$ cat src/rtl/mul_byte_sequencer.sv
// Byte-serial front end for a 32x32 multiplier: assembles two 32-bit operands from
// a byte stream, runs the multiplier with a WAIT timeout, and streams the 64-bit product out.
module mul_byte_sequencer #(
    parameter int TIMEOUT = 64
) (
    input  logic        clk,
    input  logic        rst_n,
    input  logic [7:0]  din,
    input  logic        din_valid,
    input  logic        dout_ready,
    output logic [7:0]  dout,
    output logic        dout_valid,
    output logic        busy,
    output logic        err,
    output logic [31:0] mul_a,
    output logic [31:0] mul_b,
    output logic        mul_start,
    input  logic        mul_done,
    input  logic [63:0] mul_prod
);

    typedef enum logic [2:0] {
        LOAD_A,
        LOAD_B,
        START,
        WAIT,
        UNLOAD
    } state_t;

    localparam logic [7:0] CNT_LAST = 8'(TIMEOUT - 1);

    state_t      r_state;
    state_t      w_next;
    logic [1:0]  r_idx;
    logic [2:0]  r_oidx;
    logic [7:0]  r_cnt;
    logic [31:0] r_mul_a;
    logic [31:0] r_mul_b;
    logic [63:0] r_prod;
    logic        r_err;

    logic        w_load_a;
    logic        w_load_b;
    logic        w_latch;
    logic        w_timeout;
    logic        w_accept;

    always_ff @(posedge clk) begin
        if (!rst_n) r_state <= LOAD_A;
        else        r_state <= w_next;
    end

    always_comb begin
        w_next     = r_state;
        w_load_a   = 1'b0;
        w_load_b   = 1'b0;
        w_latch    = 1'b0;
        w_timeout  = 1'b0;
        w_accept   = 1'b0;
        mul_start  = 1'b0;
        dout_valid = 1'b0;
        dout       = 8'h00;
        busy       = 1'b1;
        case (r_state)
            LOAD_A: begin
                busy = 1'b0;
                if (din_valid) begin
                    w_load_a = 1'b1;
                    if (r_idx == 2'd3) w_next = LOAD_B;
                end
            end
            LOAD_B: begin
                if (din_valid) begin
                    w_load_b = 1'b1;
                    if (r_idx == 2'd3) w_next = START;
                end
            end
            START: begin
                mul_start = 1'b1;
                w_next    = WAIT;
            end
            WAIT: begin
                // A done arriving on the last allowed cycle beats the timeout.
                if (mul_done) begin
                    w_latch = 1'b1;
                    w_next  = UNLOAD;
                end else if (r_cnt == CNT_LAST) begin
                    w_timeout = 1'b1;
                    w_next    = LOAD_A;
                end
            end
            UNLOAD: begin
                dout_valid = 1'b1;
                dout       = r_prod[{r_oidx, 3'b000} +: 8];
                if (dout_ready) begin
                    w_accept = 1'b1;
                    if (r_oidx == 3'd7) w_next = LOAD_A;
                end
            end
            default: w_next = LOAD_A;
        endcase
    end

    // Byte indices wrap naturally: 3->0 hands LOAD_A over to LOAD_B, 7->0 ends UNLOAD.
    always_ff @(posedge clk) begin
        if (!rst_n) begin
            r_idx   <= 2'd0;
            r_oidx  <= 3'd0;
            r_cnt   <= 8'd0;
            r_mul_a <= 32'd0;
            r_mul_b <= 32'd0;
            r_prod  <= 64'd0;
            r_err   <= 1'b0;
        end else begin
            if (w_load_a) r_mul_a[{r_idx, 3'b000} +: 8] <= din;
            if (w_load_b) r_mul_b[{r_idx, 3'b000} +: 8] <= din;
            if (w_load_a || w_load_b) r_idx <= r_idx + 2'd1;

            if (r_state == START || w_timeout)  r_cnt <= 8'd0;
            else if (r_state == WAIT && !mul_done) r_cnt <= r_cnt + 8'd1;

            if (w_latch) begin
                r_prod <= mul_prod;
                r_oidx <= 3'd0;
            end else if (w_accept) begin
                r_oidx <= r_oidx + 3'd1;
            end

            if (w_timeout) r_err <= 1'b1;
        end
    end

    assign mul_a = r_mul_a;
    assign mul_b = r_mul_b;
    assign err   = r_err;

endmodule
$ cat config.mk
export PLATFORM = sky130hd
export DESIGN_NAME = mul_byte_sequencer
export DESIGN_NICKNAME = d
export VERILOG_FILES = /design/src/rtl/mul_byte_sequencer.sv
export SDC_FILE = /design/constraint.sdc
export NUM_CORES = 1
export LEC_CHECK = 0
export CORE_ASPECT_RATIO = 1.4
export CORE_MARGIN = 10
export CORE_UTILIZATION = 50
export CTS_CLUSTER_DIAMETER = 30
export DETAILED_ROUTE_END_ITERATION = 8
export PLACE_DENSITY_LB_ADDON = 0.2
export SETUP_SLACK_MARGIN = 0.5
export SYNTH_ARGS = -nofsm -noshare
export SYNTH_HDL_FRONTEND = slang
export SYNTH_SLANG_ARGS = --single-unit
$ cat constraint.sdc
create_clock -name clk -period 2.1 [get_ports clk]
set_input_delay 0.315 -clock clk [delete_from_list [all_inputs] [get_ports clk]]
set_output_delay 0.315 -clock clk [all_outputs]
set_load 0.1 [all_outputs]
Word-level counts from Yosys, hierarchy flattened
Index checks and enable logic that the tools add are counted.
{"block": "word_totals", "ff_bits": 145, "latch_bits": 0, "ramBits": 0, "romBits": 0, "input_bits": 77, "output_inout_bits": 76, "word_cells": 63, "mem_count": 0}
{"block": "classes", "addsub": 4, "mul": 0, "div_mod_pow": 0, "magnitude_cmp": 0, "eq_ne": 14, "n_shift": 3, "mux": 25, "n_bitwise": 1, "reduce_logical": 8}
{"cell": "$bwmux 32", "count": 2}
{"cell": "$shiftx 64x7->8", "count": 1}
{"cell": "$shift 8x7->32 const A", "count": 1}
{"cell": "$shiftx 8x7->32", "count": 1}
{"cell": "$mux 3", "count": 8}
{"cell": "$pmux 3 s5", "count": 1}
{"cell": "$mux 1", "count": 13}
{"cell": "$ne 2x2->1 const B", "count": 6}
{"cell": "$add 8x1->8 const B", "count": 1}
{"cell": "$eq 8x6->1 const B", "count": 1}
{"cell": "$mux 8", "count": 1}
{"cell": "$neg 5->7", "count": 1}
{"cell": "$reduce_and 7->1", "count": 1}
{"cell": "$eq 3x2->1 const B", "count": 2}
{"cell": "$eq 3x3->1 const B", "count": 2}
{"cell": "$reduce_or 2->1", "count": 2}
{"cell": "$add 3x1->3 const B", "count": 1}
{"cell": "$eq 3x1->1 const B", "count": 1}
{"cell": "$logic_not 3->1", "count": 1}
{"cell": "$ne 3x3->1 const B", "count": 1}
{"cell": "$add 2x1->2 const B", "count": 1}
{"cell": "$eq 2x2->1 const B", "count": 1}
{"cell": "$logic_or 1x1->1", "count": 2}
{"cell": "$logic_and 1x1->1", "count": 1}
{"cell": "2 further kinds", "count": 2}

Longest topological paths before layout
Gate-level depths: netlist of the first run.
{"block": "depth", "ltp_word": 6, "ltp_mapped": 7, "mapped_depth_nobuf": 6}

Worst setup path after synthesis of the first run
OpenSTA, ideal clock, no wires.
{"block": "synth_path", "path_type": "flip-flop to flip-flop", "from": "reg r_state[0]", "to": "reg r_cnt[0]", "setup_ns": 0.128, "t_arrival_ns": 3.248, "required_ns": 1.972, "slack_ns": -1.276, "path_stages_with_launch": 6, "synth_period_minus_slack_ns": 3.376, "path_cell_list": "dfxtp_1 buf_4 nor3b_1 nor2b_1 o31ai_4 nor2_1"}
{"block": "synth_between", "elab_chain_len": 4, "word_cells_on_any_way": 6}
{"item": "start, declared", "line": "32", "rtl": "state_t r_state;"}
{"item": "start signal, assigned", "line": "50", "rtl": "else r_state <= w_next;"}
{"item": "$eq 3x2->1", "line": "64, 120"}
{"item": "$mux 1", "line": "64", "rtl": "case (r_state)"}
{"item": "$logic_or 1x1->1", "line": "119", "rtl": "if (r_state == START || w_timeout) r_cnt <= 8'd0;"}
{"item": "$reduce_or 2->1 (no source line)"}
{"item": "end signal, assigned", "line": "120", "rtl": "else if (r_state == WAIT && !mul_done) r_cnt <= r_cnt + 8'd1;"}
{"item": "end, declared", "line": "36", "rtl": "logic [7:0] r_cnt;"}
Parallel ways exist; a longest one is shown, timed or not.
A chain may end at the register's enable or synchronous reset.

Worst setup path after layout of the first run
{"block": "layout_path", "from": "reg r_oidx[0]", "to": "out dout[6]"}
{"block": "layout_between", "elab_chain_len": 2}
{"item": "start, declared", "line": "35", "rtl": "logic [2:0] r_oidx;"}
{"item": "start signal, assigned", "line": "126", "rtl": "r_oidx <= r_oidx + 3'd1;"}
{"item": "$shiftx 64x7->8", "line": "94", "rtl": "dout = r_prod[{r_oidx, 3'b000} +: 8];"}
{"item": "$mux 8", "line": "64"}
{"item": "end, declared", "line": "11", "rtl": "output logic [7:0] dout,"}
Every way passes these cells.

==> results of run 1 <==
==> worst max-delay path: cells and delay by family (launching register included) <==
kind                   cells  cell delay [ns]
and+or+nand+nor            1             0.07
DFF                        1             0.40
buffers and inverters      2             0.33
muxes                      2             0.74
==> final cells by class <==
| class | instances | area, µm² | area share |
|---|---|---|---|
| Clock inverter | 11 | 131 | 0.0144 |
| Tap cell | 150 | 188 | 0.0206 |
| Clock buffer | 20 | 447 | 0.0490 |
| Multi-Input combinational cell | 498 | 3480 | 0.382 |
| Inverter | 3 | 15.0 | 0.00165 |
| Sequential cell | 145 | 2930 | 0.321 |
| Timing Repair Buffer | 192 | 1930 | 0.211 |
==> final timing paths <==
kind | end | start | slack, ns | cells past startpoint
max | dout[6] | r_oidx[0] | -0.18 | 5
min | mul_a[1] | rst_n | 0.43 | 3
max reg2reg | mul_a[10] | r_state[2] | 0.48 | 6
min reg2reg | r_prod[30] | r_prod[30] | 0.45 | 2
==> cells in the final DEF, fill, tap and decap left out, types with 8 or more instances in the layout <==
cell type        count
clkbuf_16           19
clkdlybuf4s50_1     75
nand2_1            193
buf_4               90
nor2b_1             18
mux2i_4              8
mux4_2              16
nor2_1              12
a21boi_0            48
nor2_4               9
a21boi_1            60
a22oi_1             15
nand3_1             46
buf_12              18
dfxtp_1            138
==> sequential cells by signal, summed over array words and instances (netlist names) <==
name,cells
r_prod,64
mul_a,32
mul_b,32
r_cnt,8
r_oidx,3
r_state,3
r_idx,2
err,1
==> logic make-up after synthesis <==
kind of cell | share of synthesized area
buf+inv | 0.0479
mux | 0.0728
simple gates | 0.225
fa+ha+maj | 0.0158
flops | 0.459
compound gates | 0.165
xor+xnor | 0.0139
==> what timing repair did <==
action,CTS,global route
pin swaps,9,14
gates resized for setup,23,42
buffers inserted,10,12
endpoints found under the setup margin,68,105
cloned,2,3
==> where the power goes <==
group / switching (mW) / internal, mW
logic: 0.299 / 0.266
registers: 0.0136 / 2.76
clock network: 1.18 / 1.78
==> per-stage QoR <==
stage | utilization | instance area [µm²] | setup WS (ns)
after floorplan | - | 6520 | 0.216
after global placement | 0.647 | 8000 | 0.188
after detailed placement | 0.647 | 8000 | 0.0789
after CTS | 0.710 | 8780 | -0.237
after global routing | 0.736 | 9110 | -0.210
final | 0.736 | 9110 | -0.181
==> metal layers <==
metal  vias up  global-route usage  wire (µm)
met5         -                   0          0
met3        46              0.0791       1480
met4         0              0.0922        743
met2       201               0.354      10100
li1       2698                   -          -
met1      2659               0.194       6700
==> reports/metrics.csv, run 1 <==
stage,metric,value,unit
outcome,outcome,"finished, violations left",
outcome,violations,setup timing,
clock_network,clkTransAtPathRegs,0.06,ns
floorplan,start_util,0.511,
grt,grt_pass1_wl,28400,µm
critical_path,cp-end-kind,output pin,
critical_path,crit_type,register to output pin,
critical_path,slowest_delay,0.55,ns
detailed_routing,antenna_left,0,
clock_network,cts_buffer_depth,2,
synthesis,synth_top_cell_by_area,dfxtp_1,
synthesis,synth_most_common_cell,nand2_1,
critical_path,cp_slowest_cell,mux4_2,
final_layout,area_growth,44.1,%
detailed_routing,first_pass_iters,5,
synthesis,synth_edf_count,0,
grt,grt_max_degree,72,
critical_path,startpoint_type,register,
clock_network,htree_levels,4,
detailed_routing,vias,5604,
job,maxCapViolations,0,
clock_network,cts.sinks,145,
synthesis,async_reset_ff_frac,0,
placement,dp_cells,961,
clock_network,cts_tree,done,
critical_path,critPathArrivalTime,1.97,ns
synthesis,yosys-top-cells-area,"dfxtp_1 (46%), nand2_1 (12%), a21boi_1 (7.6%), a21boi_0 (5.8%), mux4_2 (5.7%)",
final_layout,diodes,0,
detailed_routing,post_drt_wl_per_cell,18.7,µm
synthesis,syn-num-nets,788,
floorplan,num_rows,48,
synthesis,synth_common_cells,"nand2_1 (196), dfxtp_1 (145), a21boi_1 (64)",
grt,grt_util_all_layers,0.199,
final_layout,final_cells,1019,
sta,rsz0062_at_grt,yes,
placement,dp_hpwl,12800,µm
sta,slew_violations,0,
placement,port_buffers,152,
critical_path,crit_path_max_fanout,4,
final_layout,drive_gt1_frac,0.262,
final_layout,nFillCells,872,
floorplan,die_h,153,µm
min_path,hp-class,input port to register,
critical_path,cp.required,1.78,ns
detailed_routing,drcViolationCount,0,
critical_path,path_cells,"clkbuf_16, mux4_2, mux2i_4, nor2_4, buf_12",
sta,skew,0.00983,ns
synthesis,synth_cells,703,
power_and_ir_drop,power_leakage,3.24,nW
clock_network,cts.root.buffer_cell,clkbuf_16,
clock_network,clk_latency,0.42,ns
sta,post-route-period-util,1.09,
floorplan,dieArea,17600,µm²
grt,overflow,0,
synthesis,synth_warnings,0,
clock_network,cts_made_buffers,17,
detailed_routing,wirelength,19000,µm
synthesis,synth_seq_cells,145,
sta,setup_tns,-1.29,ns
floorplan,io_pins,153,
floorplan,core,12400,µm²
synthesis,synthDistinctLibCells,40,
sta,worst_pin_slew,0.561,ns
detailed_routing,initialDrtViolationCount,265,
synthesis,synth_area,6320,µm²
sta,finalHoldViolations,0,
sta,setup_ws,-0.181,ns
final_layout,final_nets,942,
sta,clock.fmax,0.438,GHz
power_and_ir_drop,total_power,6.31,mW
sta,hold_ws,0.435,ns
synthesis,yosysSeqAreaShare,0.459,
floorplan,die_w,115,µm
grt,grt_pass1_vias,5729,
placement,gp_congestion,0.805,
clock_network,hold_buffers,0,
sta,setup_violations,8,
grt,antenna_found_initial,0,
synthesis,synth-main-ff-cell,dfxtp_1,
power_and_ir_drop,power_density,692,nW/µm²
power_and_ir_drop,vdd_ir_drop_max,517,µV
detailed_routing,vias_per_cell,5.50,
sta,final.min_clock_period,2.28,ns
synthesis,avgSynthCellArea,8.99,µm²
synthesis,synth.top_cell.area_share,0.459,
sta,relSlewSlack,0.626,
Power figures use the tool's default switching activity.
==> inputs of run 2 (changes only) <==
Settings changed: ABC_AREA set to 1.
==> run 2 against run 1 <==
Against the previous run: the flow now finishes without violations; area after synthesis about the same; die area about the same; first-iteration DRC count grew 26%; worst setup slack gained 0.23 ns; via count grew 16%; clock power is 5% lower; combinational power up 33%; sequential power about the same; clock-buffer cell count fell by 1; critical endpoint is now dout[0]; synthesized cell count grew 23%; clock skew fell by 0.0034 ns; critical path type unchanged.
==> reports/metrics.csv, run 2 <==
stage,metric,value,unit
outcome,outcome,"finished, final reports clean",
clock_network,cts_tree,done,
floorplan,core,12400,µm²
sta,post-route-period-util,0.975,
final_layout,largest_register,r_prod,
critical_path,cp_slowest_cell,dfxtp_4,
final_layout,largest_register_ffs,64,
final_layout,drive_gt1_frac,0.239,
synthesis,avgSynthCellArea,7.30,µm²
min_path,min_from,err,
sta,clock.fmax,0.489,GHz
synthesis,synth_cells,866,
sta,worst_pin_slew,0.490,ns
critical_path,worst-path-buf-inv,2,
detailed_routing,vias,6480,
placement,place_area,8070,µm²
final_layout,multiInputGateArea,3300,µm²
sta,rsz0062_at_grt,yes,
grt,grt_pass1_wl,31700,µm
clock_network,cts.root.buffer_cell,clkbuf_16,
critical_path,critPathArrivalTime,1.73,ns
grt,overflow,0,
grt,grt_pass1_vias,6244,
synthesis,synth_seq_cells,145,
placement,dp_hpwl,14300,µm
synthesis,yosysSeqAreaShare,0.459,
detailed_routing,initialDrtViolationCount,333,
critical_path,r2r_slack,0.46,ns
power_and_ir_drop,power_density,694,nW/µm²
synthesis,synth_area,6330,µm²
synthesis,synth.top_cell.area_share,0.459,
synthesis,async_reset_ff_frac,0,
sta,finalHoldViolations,0,
sta,setup_violations,0,
detailed_routing,wirelength,20500,µm
placement,gp_congestion,0.908,
final_layout,final_nets,1108,
synthesis,synth_edf_count,0,
synthesis,synthDistinctLibCells,29,
final_layout,final_common_cell,nand2_1,
synthesis,synth_common_cells,"nand2_1 (178), a21oi_1 (162), dfxtp_1 (145)",
detailed_routing,vias_per_cell,5.46,
sta,skew,0.00644,ns
synthesis,synth-main-ff-cell,dfxtp_1,
detailed_routing,drcViolationCount,0,
clock_network,clk_latency,0.42,ns
power_and_ir_drop,power_leakage,3.32,nW
detailed_routing,post_drt_wl_per_cell,17.3,µm
synthesis,synth_most_common_cell,nand2_1,
floorplan,start_util,0.511,
sta,relSlewSlack,0.673,
critical_path,cp.required,1.78,ns
placement,dp_cells,1136,
min_path,hold_path_end,err,
final_layout,area_growth,44.3,%
min_path,hp-class,register to register,
final_layout,utilization,0.738,
sta,slew_violations,0,
min_path,min_path_cells,2,
grt,grt_max_degree,56,
final_layout,most-common-layout-cells,"nand2_1 (158), a21oi_1 (151), dfxtp_1 (138), nand3_1 (102), buf_4 (91)",
clock_network,htree_levels,4,
clock_network,cts.sinks,145,
floorplan,dieArea,17600,µm²
final_layout,diodes,0,
critical_path,crit_top_cell,buf_12,
job,maxCapViolations,0,
grt,antenna_found_initial,0,
critical_path,crit_type,register to output pin,
power_and_ir_drop,vdd_ir_drop_max,496,µV
final_layout,final_cells,1186,
critical_path,cp_top_family,flip-flops,
floorplan,num_rows,48,
critical_path,startpoint_type,register,
critical_path,reg2reg_depth,11,
final_layout,nFillCells,967,
floorplan,die_h,153,µm
critical_path,worst_r2r_endpoint,r_state[0],
critical_path,crit_path_max_fanout,13,
final_layout,finalInstanceArea,9130,µm²
detailed_routing,first_pass_iters,5,
synthesis,synth_warnings,0,
clock_network,cts_made_buffers,17,
synthesis,yosys-top-cells-area,"dfxtp_1 (46%), a21oi_1 (13%), nand2_1 (11%), nand3_1 (8.3%), o21ai_0 (4.6%)",
critical_path,cp-end-kind,output pin,
critical_path,r2r-start,r_oidx[0],
critical_path,slowest_delay,0.40,ns
synthesis,syn-num-nets,951,
placement,port_buffers,152,
sta,final.min_clock_period,2.05,ns
synthesis,synth_top_cell_by_area,dfxtp_1,
floorplan,io_pins,153,
floorplan,die_w,115,µm
critical_path,path_cells,"buf_12, a21oi_2, o21ai_1, nand2_1, nor2_2, nor2_4, buf_12",
grt,grt_util_all_layers,0.221,
power_and_ir_drop,total_power,6.33,mW
final_layout,ff_latch_area,2920,µm²
sta,setup_tns,0,ns
detailed_routing,antenna_left,0,
clock_network,clkTransAtPathRegs,0.06,ns
clock_network,cts_buffer_depth,2,
## run 2: cell types whose count changed after synthesis, sizes merged, moves of 38 or more
cell,change
inv,+54
nand3,+53
nor2,+38
a21oi,+159
o21ai,+57
a21boi,-113
## run 2: cell type report
class | count | area share
Tap cell | 150 | 0.0206
Timing Repair Buffer | 195 | 0.211
Sequential cell | 145 | 0.320
Clock buffer | 19 | 0.0485
Clock inverter | 13 | 0.0118
Inverter | 60 | 0.0262
Multi-Input combinational cell | 604 | 0.362
## run 2: worst max path at each step
stage	from	endpoint	slack [ns]	cells past startpoint
3_3_place_gp	din_valid	mul_a[13]	0.28	6
3_5_place_dp	din_valid	mul_a[0]	0.24	6
4_1_cts	r_oidx[0]	dout[0]	0.07	7
6_report	r_oidx[0]	dout[0]	0.05	7
2_1_floorplan	r_state[2]	dout[0]	0.33	5
5_1_grt	r_oidx[0]	dout[5]	-0.001	7
## run 2: stage by stage
step                      setup slack, ns  hold WS, ns
after floorplan                     0.330        0.429
after global placement              0.282        0.438
after detailed placement            0.240        0.444
after CTS                          0.0741        0.452
after global routing             -0.00120        0.476
final                              0.0530        0.449
## run 2: cells by family (layout without fill, tap and decap cells)
group / count (synthesis) / count (layout) / share of synthesized area
AOI/OAI and AO/OA: 231 / 231 / 0.187
xor gates and xnor gates: 3 / 3 / 0.00415
adders and majority gates: 8 / 8 / 0.0158
buffers and inverters: 120 / 287 / 0.0858
DFF: 145 / 145 / 0.459
and+or+nand+nor: 359 / 362 / 0.248
## run 2: what timing repair did
item / CTS / global route
cloned: 1 / 4
gates resized for setup: 62 / 48
setup endpoints to repair: 67 / 77
hold buffers: 0 / 0
pin swaps: 2 / 21
buffers inserted: 1 / 12
## run 2: worst reg2reg max path, cell delays in order (launching register included)
cell     delay [ns]
dfxtp_4        0.40
buf_12         0.17
ha_1           0.20
ha_1           0.18
nand2_1        0.08
nand3_2        0.10
nand2_2        0.09
inv_1          0.05
nand2_2        0.07
nand2_1        0.06
nand2_1        0.09
nor2_1         0.04
## run 2: report_power, final
part	internal, mW	total (mW)	switching (mW)
Combinational	0.284	0.749	0.465
Sequential	2.77	2.78	0.0143
Clock	1.56	2.81	1.24
Total	4.61	6.33	1.72
## run 2: metal layers
layer  track usage  vias up  share of wire
met2         0.386      227           0.52
met3        0.0674       53          0.073
met5             0        -              0
li1              -     3206              -
met1         0.236     2994           0.37
met4        0.0963        0          0.036
